File: src/rtl/instr_fetch_unit.sv
// Instruction fetch unit: owns PC and IR, fetches the word at PC over a
// level req/ack instruction-memory handshake and aborts hung fetches.
module instr_fetch_unit #(
    parameter logic [15:0] RESET_PC = 16'h0000,
    parameter int unsigned TIMEOUT  = 16
) (
    input  logic        clk,
    input  logic        rst,
    input  logic        fetch_req,
    input  logic        pc_we,
    input  logic [15:0] next_pc,
    output logic [15:0] PC,
    output logic [15:0] IR,
    output logic        ins_valid,
    output logic        busy,
    output logic        fetch_err,
    output logic        imem_req,
    output logic [15:0] imem_addr,
    input  logic        imem_ack,
    input  logic [15:0] imem_rdata
);

    localparam int unsigned        W       = 16;
    localparam int unsigned        CNT_W   = 16;
    localparam bit                 TO_EN   = (TIMEOUT != 0);
    localparam logic [CNT_W-1:0]   TO_LAST = TO_EN ? CNT_W'(TIMEOUT - 1) : '0;

    typedef enum logic {
        S_IDLE = 1'b0,
        S_REQ  = 1'b1
    } state_e;

    state_e           state_q, state_d;
    logic [CNT_W-1:0] cnt_q, cnt_d;
    logic [W-1:0]     pc_q, pc_d;
    logic [W-1:0]     ir_q, ir_d;
    logic [W-1:0]     addr_q, addr_d;
    logic             req_q, req_d;
    logic             busy_q, busy_d;
    logic             valid_q, valid_d;
    logic             err_q, err_d;
    logic             timeout_hit_c;

    // Final wait cycle of an unanswered request; an ack in this cycle still wins.
    assign timeout_hit_c = TO_EN && (cnt_q == TO_LAST);

    // State register and all registered outputs.
    always_ff @(posedge clk) begin
        if (rst) begin
            state_q <= S_IDLE;
            cnt_q   <= '0;
            pc_q    <= RESET_PC;
            ir_q    <= '0;
            addr_q  <= '0;
            req_q   <= 1'b0;
            busy_q  <= 1'b0;
            valid_q <= 1'b0;
            err_q   <= 1'b0;
        end else begin
            state_q <= state_d;
            cnt_q   <= cnt_d;
            pc_q    <= pc_d;
            ir_q    <= ir_d;
            addr_q  <= addr_d;
            req_q   <= req_d;
            busy_q  <= busy_d;
            valid_q <= valid_d;
            err_q   <= err_d;
        end
    end

    // Next-state: start on fetch_req, finish on ack or timeout.
    always_comb begin
        state_d = state_q;
        case (state_q)
            S_IDLE: begin
                if (fetch_req) begin
                    state_d = S_REQ;
                end
            end
            S_REQ: begin
                if (imem_ack || timeout_hit_c) begin
                    state_d = S_IDLE;
                end
            end
            default: state_d = S_IDLE;
        endcase
    end

    // Next values of the registered outputs, counter and datapath registers.
    always_comb begin
        cnt_d   = cnt_q;
        ir_d    = ir_q;
        addr_d  = addr_q;
        valid_d = 1'b0;
        err_d   = 1'b0;
        req_d   = (state_d == S_REQ);
        busy_d  = (state_d == S_REQ);
        pc_d    = pc_we ? next_pc : pc_q;
        case (state_q)
            S_IDLE: begin
                if (fetch_req) begin
                    addr_d = pc_q;
                    cnt_d  = '0;
                end
            end
            S_REQ: begin
                if (imem_ack) begin
                    ir_d    = imem_rdata;
                    valid_d = 1'b1;
                end else if (timeout_hit_c) begin
                    err_d = 1'b1;
                end else if (TO_EN) begin
                    cnt_d = cnt_q + CNT_W'(1);
                end
            end
            default: ;
        endcase
    end

    assign PC        = pc_q;
    assign IR        = ir_q;
    assign ins_valid = valid_q;
    assign busy      = busy_q;
    assign fetch_err = err_q;
    assign imem_req  = req_q;
    assign imem_addr = addr_q;

endmodule

File: config.mk
export PLATFORM = sky130hd
export DESIGN_NAME = instr_fetch_unit
export DESIGN_NICKNAME = d
export VERILOG_FILES = /design/src/rtl/instr_fetch_unit.sv
export SDC_FILE = /design/constraint.sdc
export NUM_CORES = 1
export LEC_CHECK = 0
export CELL_PAD_IN_SITES_DETAIL_PLACEMENT = 0
export CELL_PAD_IN_SITES_GLOBAL_PLACEMENT = 1
export CORE_UTILIZATION = 35
export CTS_BUF_LIST = sky130_fd_sc_hd__clkbuf_8
export DETAILED_ROUTE_END_ITERATION = 16
export GPL_TIMING_DRIVEN = 0
export PLACE_DENSITY = 0.84
export SLEW_MARGIN = 0
export SYNTH_ARGS = -nofsm -noshare
export SYNTH_HDL_FRONTEND = slang
export SYNTH_SLANG_ARGS = --single-unit
File: constraint.sdc
create_clock -name clk -period 2.54 [get_ports clk]
set_clock_uncertainty 0.1 [all_clocks]
set_input_delay 0.254 -clock clk [delete_from_list [all_inputs] [get_ports clk]]
set_output_delay 0.254 -clock clk [all_outputs]
set_load 0.05 [all_outputs]
==> flow_summary_export.csv, run 1 <==
group,metric,value,unit
critical_path,crit_type,"flip-flop to flip-flop",
synth,yosys.area.top_type_share,47.7,%
layout,diodes,0,
placed_design,gp_congestion,0.872,
synth,syn-instance-count,331,
sta,fmax,482,MHz
die,die-height,91.7,µm
drt,drt_iter0_drc,181,
critical_path,cpPeakStageDelay,0.43,ns
sta,setup_viol,0,
synth,yosysWarnings,0,
die,rows,32,
synth,synth_edf_count,0,
sta,worst_pin_slew,0.553,ns
sta,timing.final.ws_setup,0.464,ns
synth,synth_top_area_cell,"dfxtp_1",
global_routing,grt_pass1_vias,2668,
placed_design,port_buffers,87,
critical_path,rrSetupSlack,0.46,ns
layout,nFillCells,755,
critical_path,r2r_start,"cnt_q[0]",
cts,holdBufCountCts,0,
synth,syn_area,2810,µm²
synth,ys_seq_elements,67,
drt,firstDrtPassIters,4,
pwr,clkPwrFrac,37.8,%
critical_path,cpMaxStageDelayCell,"clkbuf_1",
pwr,irDropWorstVdd,393,µV
cts,cts_tree,"yes",
drt,avgRoutedWirePerCell,14.2,µm
sta,slew_violations,0,
cts,clock_sinks,67,
critical_path,arrival,2.23,ns
critical_path,worstPathRequired,2.70,ns
global_routing,grt_pass1_wl,12600,µm
worst_hold_path,hold_start,"pc_we",
synth,avgSynthCellArea,8.50,µm²
synth,syn_nets,369,
layout,drive_gt1_share,6.91,%
synth,ys_types,40,
placed_design,place_area,3810,µm²
sta,slew_headroom,63.1,%
pwr,p_int,1.73,mW
global_routing,grt_usage,18.7,%
cts,cts-root-buf,"clkbuf_8",
placed_design,pre_cts_slack,0.193,ns
drt,drc_errors,0,
sta,fin_crit_sh,81.8,%
global_routing,antenna_found_initial,0,
critical_path,reg2reg_depth,6,
pwr,power.switching,0.662,mW
pwr,p_comb_share,16.0,%
layout,area_delta_synth_final,42.7,%
pwr,p_sw_share,27.6,%
critical_path,critPathMaxFanout,10,
worst_hold_path,worstHoldPathCells,3,
pwr,p_total,2.40,mW
pwr,seq_power_share,46.2,%
global_routing,grt_overflow_total,0,
critical_path,crit_chain,"ha_1 -> and3_4 -> nand4_1 -> clkbuf_1 -> nand2_1 -> o31ai_1",
critical_path,path_buf_inv,1,
synth,seq_area_frac_synth,47.7,%
die,dieArea,8400,µm²
synth,synthTopCellsByCount,"nand2_1 (77), dfxtp_1 (67), a21oi_1 (39), nor2_1 (22), mux2i_1 (16)",
worst_hold_path,hp-class,"input port to flip-flop",
critical_path,end_kind,"flip-flop",
cts,cts_resized,0,
cts,cts_setup_buffers,0,
die,die_x,91.7,µm
sta,final.setup.tns,0,ns
cts,htree_levels,3,
synth,ys.flop_type,"dfxtp_1",
critical_path,r2r-end,"cnt_q[0]",
synth,yosysMostFrequentCell,"nand2_1",
worst_hold_path,min_to,"PC[11]",
layout,fin_nets,467,
drt,viasPerCell,5.09,
cts,insertion_delay,0.34,ns
sta,finalHoldViolations,0,
pwr,power.density,596,nW/µm²
placed_design,dp.final_hpwl,5370,µm
drt,vias,2728,
die,start_util,36.2,%
critical_path,setup.worst_path.start_class,"flip-flop",
global_routing,grt_max_degree,12,
flow_run,drv_cap,0,
drt,ant_nets,0,
cts,numCtsBuffers,9,
pwr,leakage,1.40,nW
layout,fin_cells,536,
sta,period_needed,2.08,ns
synth,synthArstFlopShare,0,%
sta,grt_setup_unrepaired,"no",
placed_design,dp.cells,520,
cts,path_clk_slew,0.07,ns
status,status,"finished, final reports clean",
critical_path,cp_top_family,"simple AND/OR/NAND/NOR gates",
drt,finalWirelength,7610,µm
layout,final_area,4020,µm²
synth,ys_top_cells_by_area,"dfxtp_1 (48%), nand2_1 (10%), a21oi_1 (6.9%)",
cts,clockBufferDepth,2,
die,core_area,7770,µm²
die,ioPinCount,89,
cell usage in the layout (no fill, tap or decap), types with 2 or more instances in the layout:
master / count
nand2b_1: 8
a21oi_1: 39
inv_1: 2
mux2i_1: 16
clkinv_2: 2
o311ai_1: 2
clkdlybuf4s50_1: 87
nand4_1: 9
buf_1: 4
and4_1: 3
or4_1: 6
a311oi_1: 2
nor3_1: 2
clkbuf_8: 11
nor2_1: 22
nor4_1: 5
buf_6: 3
clkbuf_1: 14
o21ai_2: 2
a31oi_1: 2
nand3_1: 8
o2111ai_1: 2
buf_2: 3
dfxtp_1: 67
nor4_2: 2
nand2_1: 77
o21ai_1: 2
o211ai_1: 10
nor2b_1: 6
layout make-up:
type	count	area, µm²	share of cell area (%)
plain buffers	26	139	3.46
clock buffers	11	151	3.77
clock inverters	5	52.6	1.31
inverters	1	3.75	0.0935
multi-input cells	237	1330	33.1
flip-flops and latches	67	1340	33.4
well taps	102	128	3.18
repair buffers	87	871	21.7
through the flow:
step	util (%)	hold WS, ns
2_1_floorplan	-	0.290
3_3_place_gp	49.1	0.341
3_5_place_dp	49.1	0.346
4_1_cts	51.7	0.318
5_1_grt	51.7	0.330
6_report	51.7	0.315
flip-flops by register name, summed over array words and instances (netlist names):
register,flops
busy,1
PC,16
imem_addr,16
ins_valid,1
cnt_q,16
IR,16
fetch_err,1
power by group through the flow:
stage               Clock [mW]  Sequential [mW]  Combinational, mW
CTS                      0.925             1.11              0.386
detailed placement           0             1.13              0.384
floorplan                    0             1.25              0.108
global placement             0             1.13              0.384
finish                   0.906             1.11              0.382
global route             0.976             1.11              0.408
logic make-up (layout without fill, tap and decap cells):
| group | after synthesis | after routing | synth area share (%) |
|---|---|---|---|
| buf+inv | 27 | 130 | 5.07 |
| mux | 16 | 16 | 5.69 |
| simple gates | 152 | 152 | 26.0 |
| fa+ha+maj | 1 | 1 | 0.445 |
| flops | 67 | 67 | 47.7 |
| compound gates | 68 | 68 | 15.2 |
worst max path at each step:
| stage | startpoint | endpoint | slack (ns) | depth (start not counted) |
|---|---|---|---|---|
| floorplan | busy | cnt_q[0] | 0.70 | 6 |
| global placement | rst | cnt_q[11] | 0.20 | 7 |
| detailed placement | rst | cnt_q[11] | 0.19 | 7 |
| CTS | cnt_q[0] | cnt_q[0] | 0.51 | 6 |
| global route | cnt_q[0] | cnt_q[0] | 0.38 | 6 |
| finish | cnt_q[0] | cnt_q[0] | 0.46 | 6 |
metal layers:
metal | global-route usage, % | vias to the layer above | routed length, µm
li1 | - | 1365 | -
met1 | 22.2 | 1261 | 3230
met2 | 29.8 | 90 | 3520
met3 | 7.88 | 12 | 752
met4 | 7.54 | 0 | 104
met5 | 0 | - | 0
tightest hold or removal path, delay by kind of cell:
kind                   cells  cell delay [ns]
buffers and inverters      1             0.22
and+or+nand+nor            1             0.07
muxes                      1             0.18
Power figures use the tool's default switching activity.
==> inputs of run 2 (changes only) <==
- clock period: 2.54 -> 2 ns (I/O delays scaled with it)
==> flow_summary_export.csv, run 2 (synthesized netlist as in run 1, its figures left out) <==
group,metric,value,unit
status,status,"finished, final reports clean",
drt,firstDrtPassIters,5,
cts,numCtsBuffers,9,
cts,htree_levels,3,
cts,clockBufferDepth,2,
drt,drt_iter0_drc,198,
global_routing,grt_usage,18.7,%
sta,final.setup.tns,0,ns
critical_path,setup.worst_path.start_class,"flip-flop",
worst_hold_path,hp-class,"input port to flip-flop",
critical_path,end_kind,"output port",
placed_design,dp.final_hpwl,5370,µm
global_routing,grt_pass1_vias,2668,
die,rows,32,
cts,cts-root-buf,"clkbuf_8",
placed_design,gp_congestion,0.872,
critical_path,path_buf_inv,2,
drt,vias,2756,
critical_path,cpPeakStageDelay,0.79,ns
cts,path_clk_slew,0.07,ns
cts,holdBufCountCts,0,
critical_path,cp-endpoint,"imem_req",
cts,insertion_delay,0.34,ns
critical_path,worstSetupPathDepth,2,
sta,grt_setup_unrepaired,"no",
global_routing,antenna_found_initial,0,
global_routing,grt_pass1_wl,12600,µm
die,die_x,91.7,µm
die,dieArea,8400,µm²
drt,ant_nets,0,
sta,period_needed,1.93,ns
global_routing,grt_max_degree,12,
sta,fmax,518,MHz
critical_path,cp-startpoint,"busy",
pwr,power.density,756,nW/µm²
global_routing,grt_overflow_total,0,
pwr,irDropWorstVdd,499,µV
critical_path,reg2reg_depth,6,
placed_design,place_area,3810,µm²
sta,worst_pin_slew,0.535,ns
critical_path,arrival,1.63,ns
layout,drive_gt1_share,8.06,%
drt,drc_errors,0,
critical_path,crit_chain,"buf_4 -> clkdlybuf4s50_1",
placed_design,port_buffers,87,
flow_run,drv_cap,0,
layout,final_common_cell,"clkdlybuf4s50_1",
layout,fin_nets,467,
cts,cts_setup_buffers,0,
die,ioPinCount,89,
drt,finalWirelength,7620,µm
critical_path,cpMaxStageDelayCell,"clkdlybuf4s50_1",
critical_path,worstPathRequired,1.70,ns
pwr,p_total,3.04,mW
die,die-height,91.7,µm
drt,viasPerCell,5.14,
sta,fin_crit_sh,96.5,%
critical_path,r2r_start,"cnt_q[0]",
critical_path,critPathMaxFanout,3,
sta,slew_violations,0,
layout,area_delta_synth_final,43.0,%
cts,clock_sinks,67,
sta,slew_headroom,64.2,%
die,core_area,7770,µm²
layout,layout.area.seq,1340,µm²
critical_path,cp_top_family,"buffers and inverters",
critical_path,r2r-end,"cnt_q[11]",
layout,diodes,0,
critical_path,crit_type,"flip-flop to output port",
die,start_util,36.2,%
layout,nFillCells,756,
critical_path,rrSetupSlack,0.13,ns
layout,final_area,4020,µm²
layout,final_cell_mix,"clkdlybuf4s50_1 (87), nand2_1 (77), dfxtp_1 (67)",
cts,cts_tree,"yes",
sta,finalHoldViolations,0,
sta,setup_viol,0,
pwr,leakage,1.40,nW
drt,avgRoutedWirePerCell,14.2,µm
layout,multi_input_area,1330,µm²
## run 2: worst min-delay path, cell delays in order
cell	delay, ns
clkbuf_1	0.22
mux2i_1	0.18
nor2_1	0.07
## run 2: stage by stage
step | util [%] | cells | setup slack (ns) | hold slack (ns)
2_1_floorplan | - | 331 | 0.157 | 0.236
3_3_place_gp | 49.1 | 520 | -0.284 | 0.341
3_5_place_dp | 49.1 | 520 | -0.293 | 0.346
4_1_cts | 51.7 | 536 | 0.0497 | 0.264
5_1_grt | 51.8 | 536 | 0.0152 | 0.276
6_report | 51.8 | 536 | 0.0694 | 0.264
## run 2: worst min-delay path by stage
stage	start	end	slack, ns	cells past startpoint
CTS	pc_we	PC[15]	0.26	3
finish	pc_we	PC[11]	0.26	3
global placement	IR[6]	IR[6]	0.34	2
detailed placement	IR[6]	IR[6]	0.35	2
floorplan	imem_rdata[0]	IR[0]	0.24	2
global route	pc_we	PC[10]	0.28	3
## run 2: power by group
group | internal [mW] | leakage (nW) | switching (mW)
Sequential | 1.38 | 0.545 | 0.0286
Clock | 0.637 | 0.110 | 0.512
Combinational | 0.187 | 0.749 | 0.300
## run 2: final cells by class
type,instances,share of cell area [%]
clock inverters,5,1.31
flip-flops and latches,67,33.3
well taps,102,3.17
repair buffers,87,21.6
plain buffers,26,3.58
inverters,1,0.0933
clock buffers,11,3.76
multi-input cells,237,33.1
## run 2: what timing repair did
action,in CTS,in global routing
hold endpoints to repair,0,0
endpoints found under the setup margin,3,11
gates resized for setup,1,6
## run 2: routing by layer
metal  part of all wire (%)  wire length (µm)  up-vias  track usage (%)
met2                     47              3570       98             29.8
met3                     10               794        7             7.88
met4                   0.66                50        0             7.54
met5                      0                 0        -                0
met1                     42              3200     1286             22.2
li1                       -                 -     1365                -
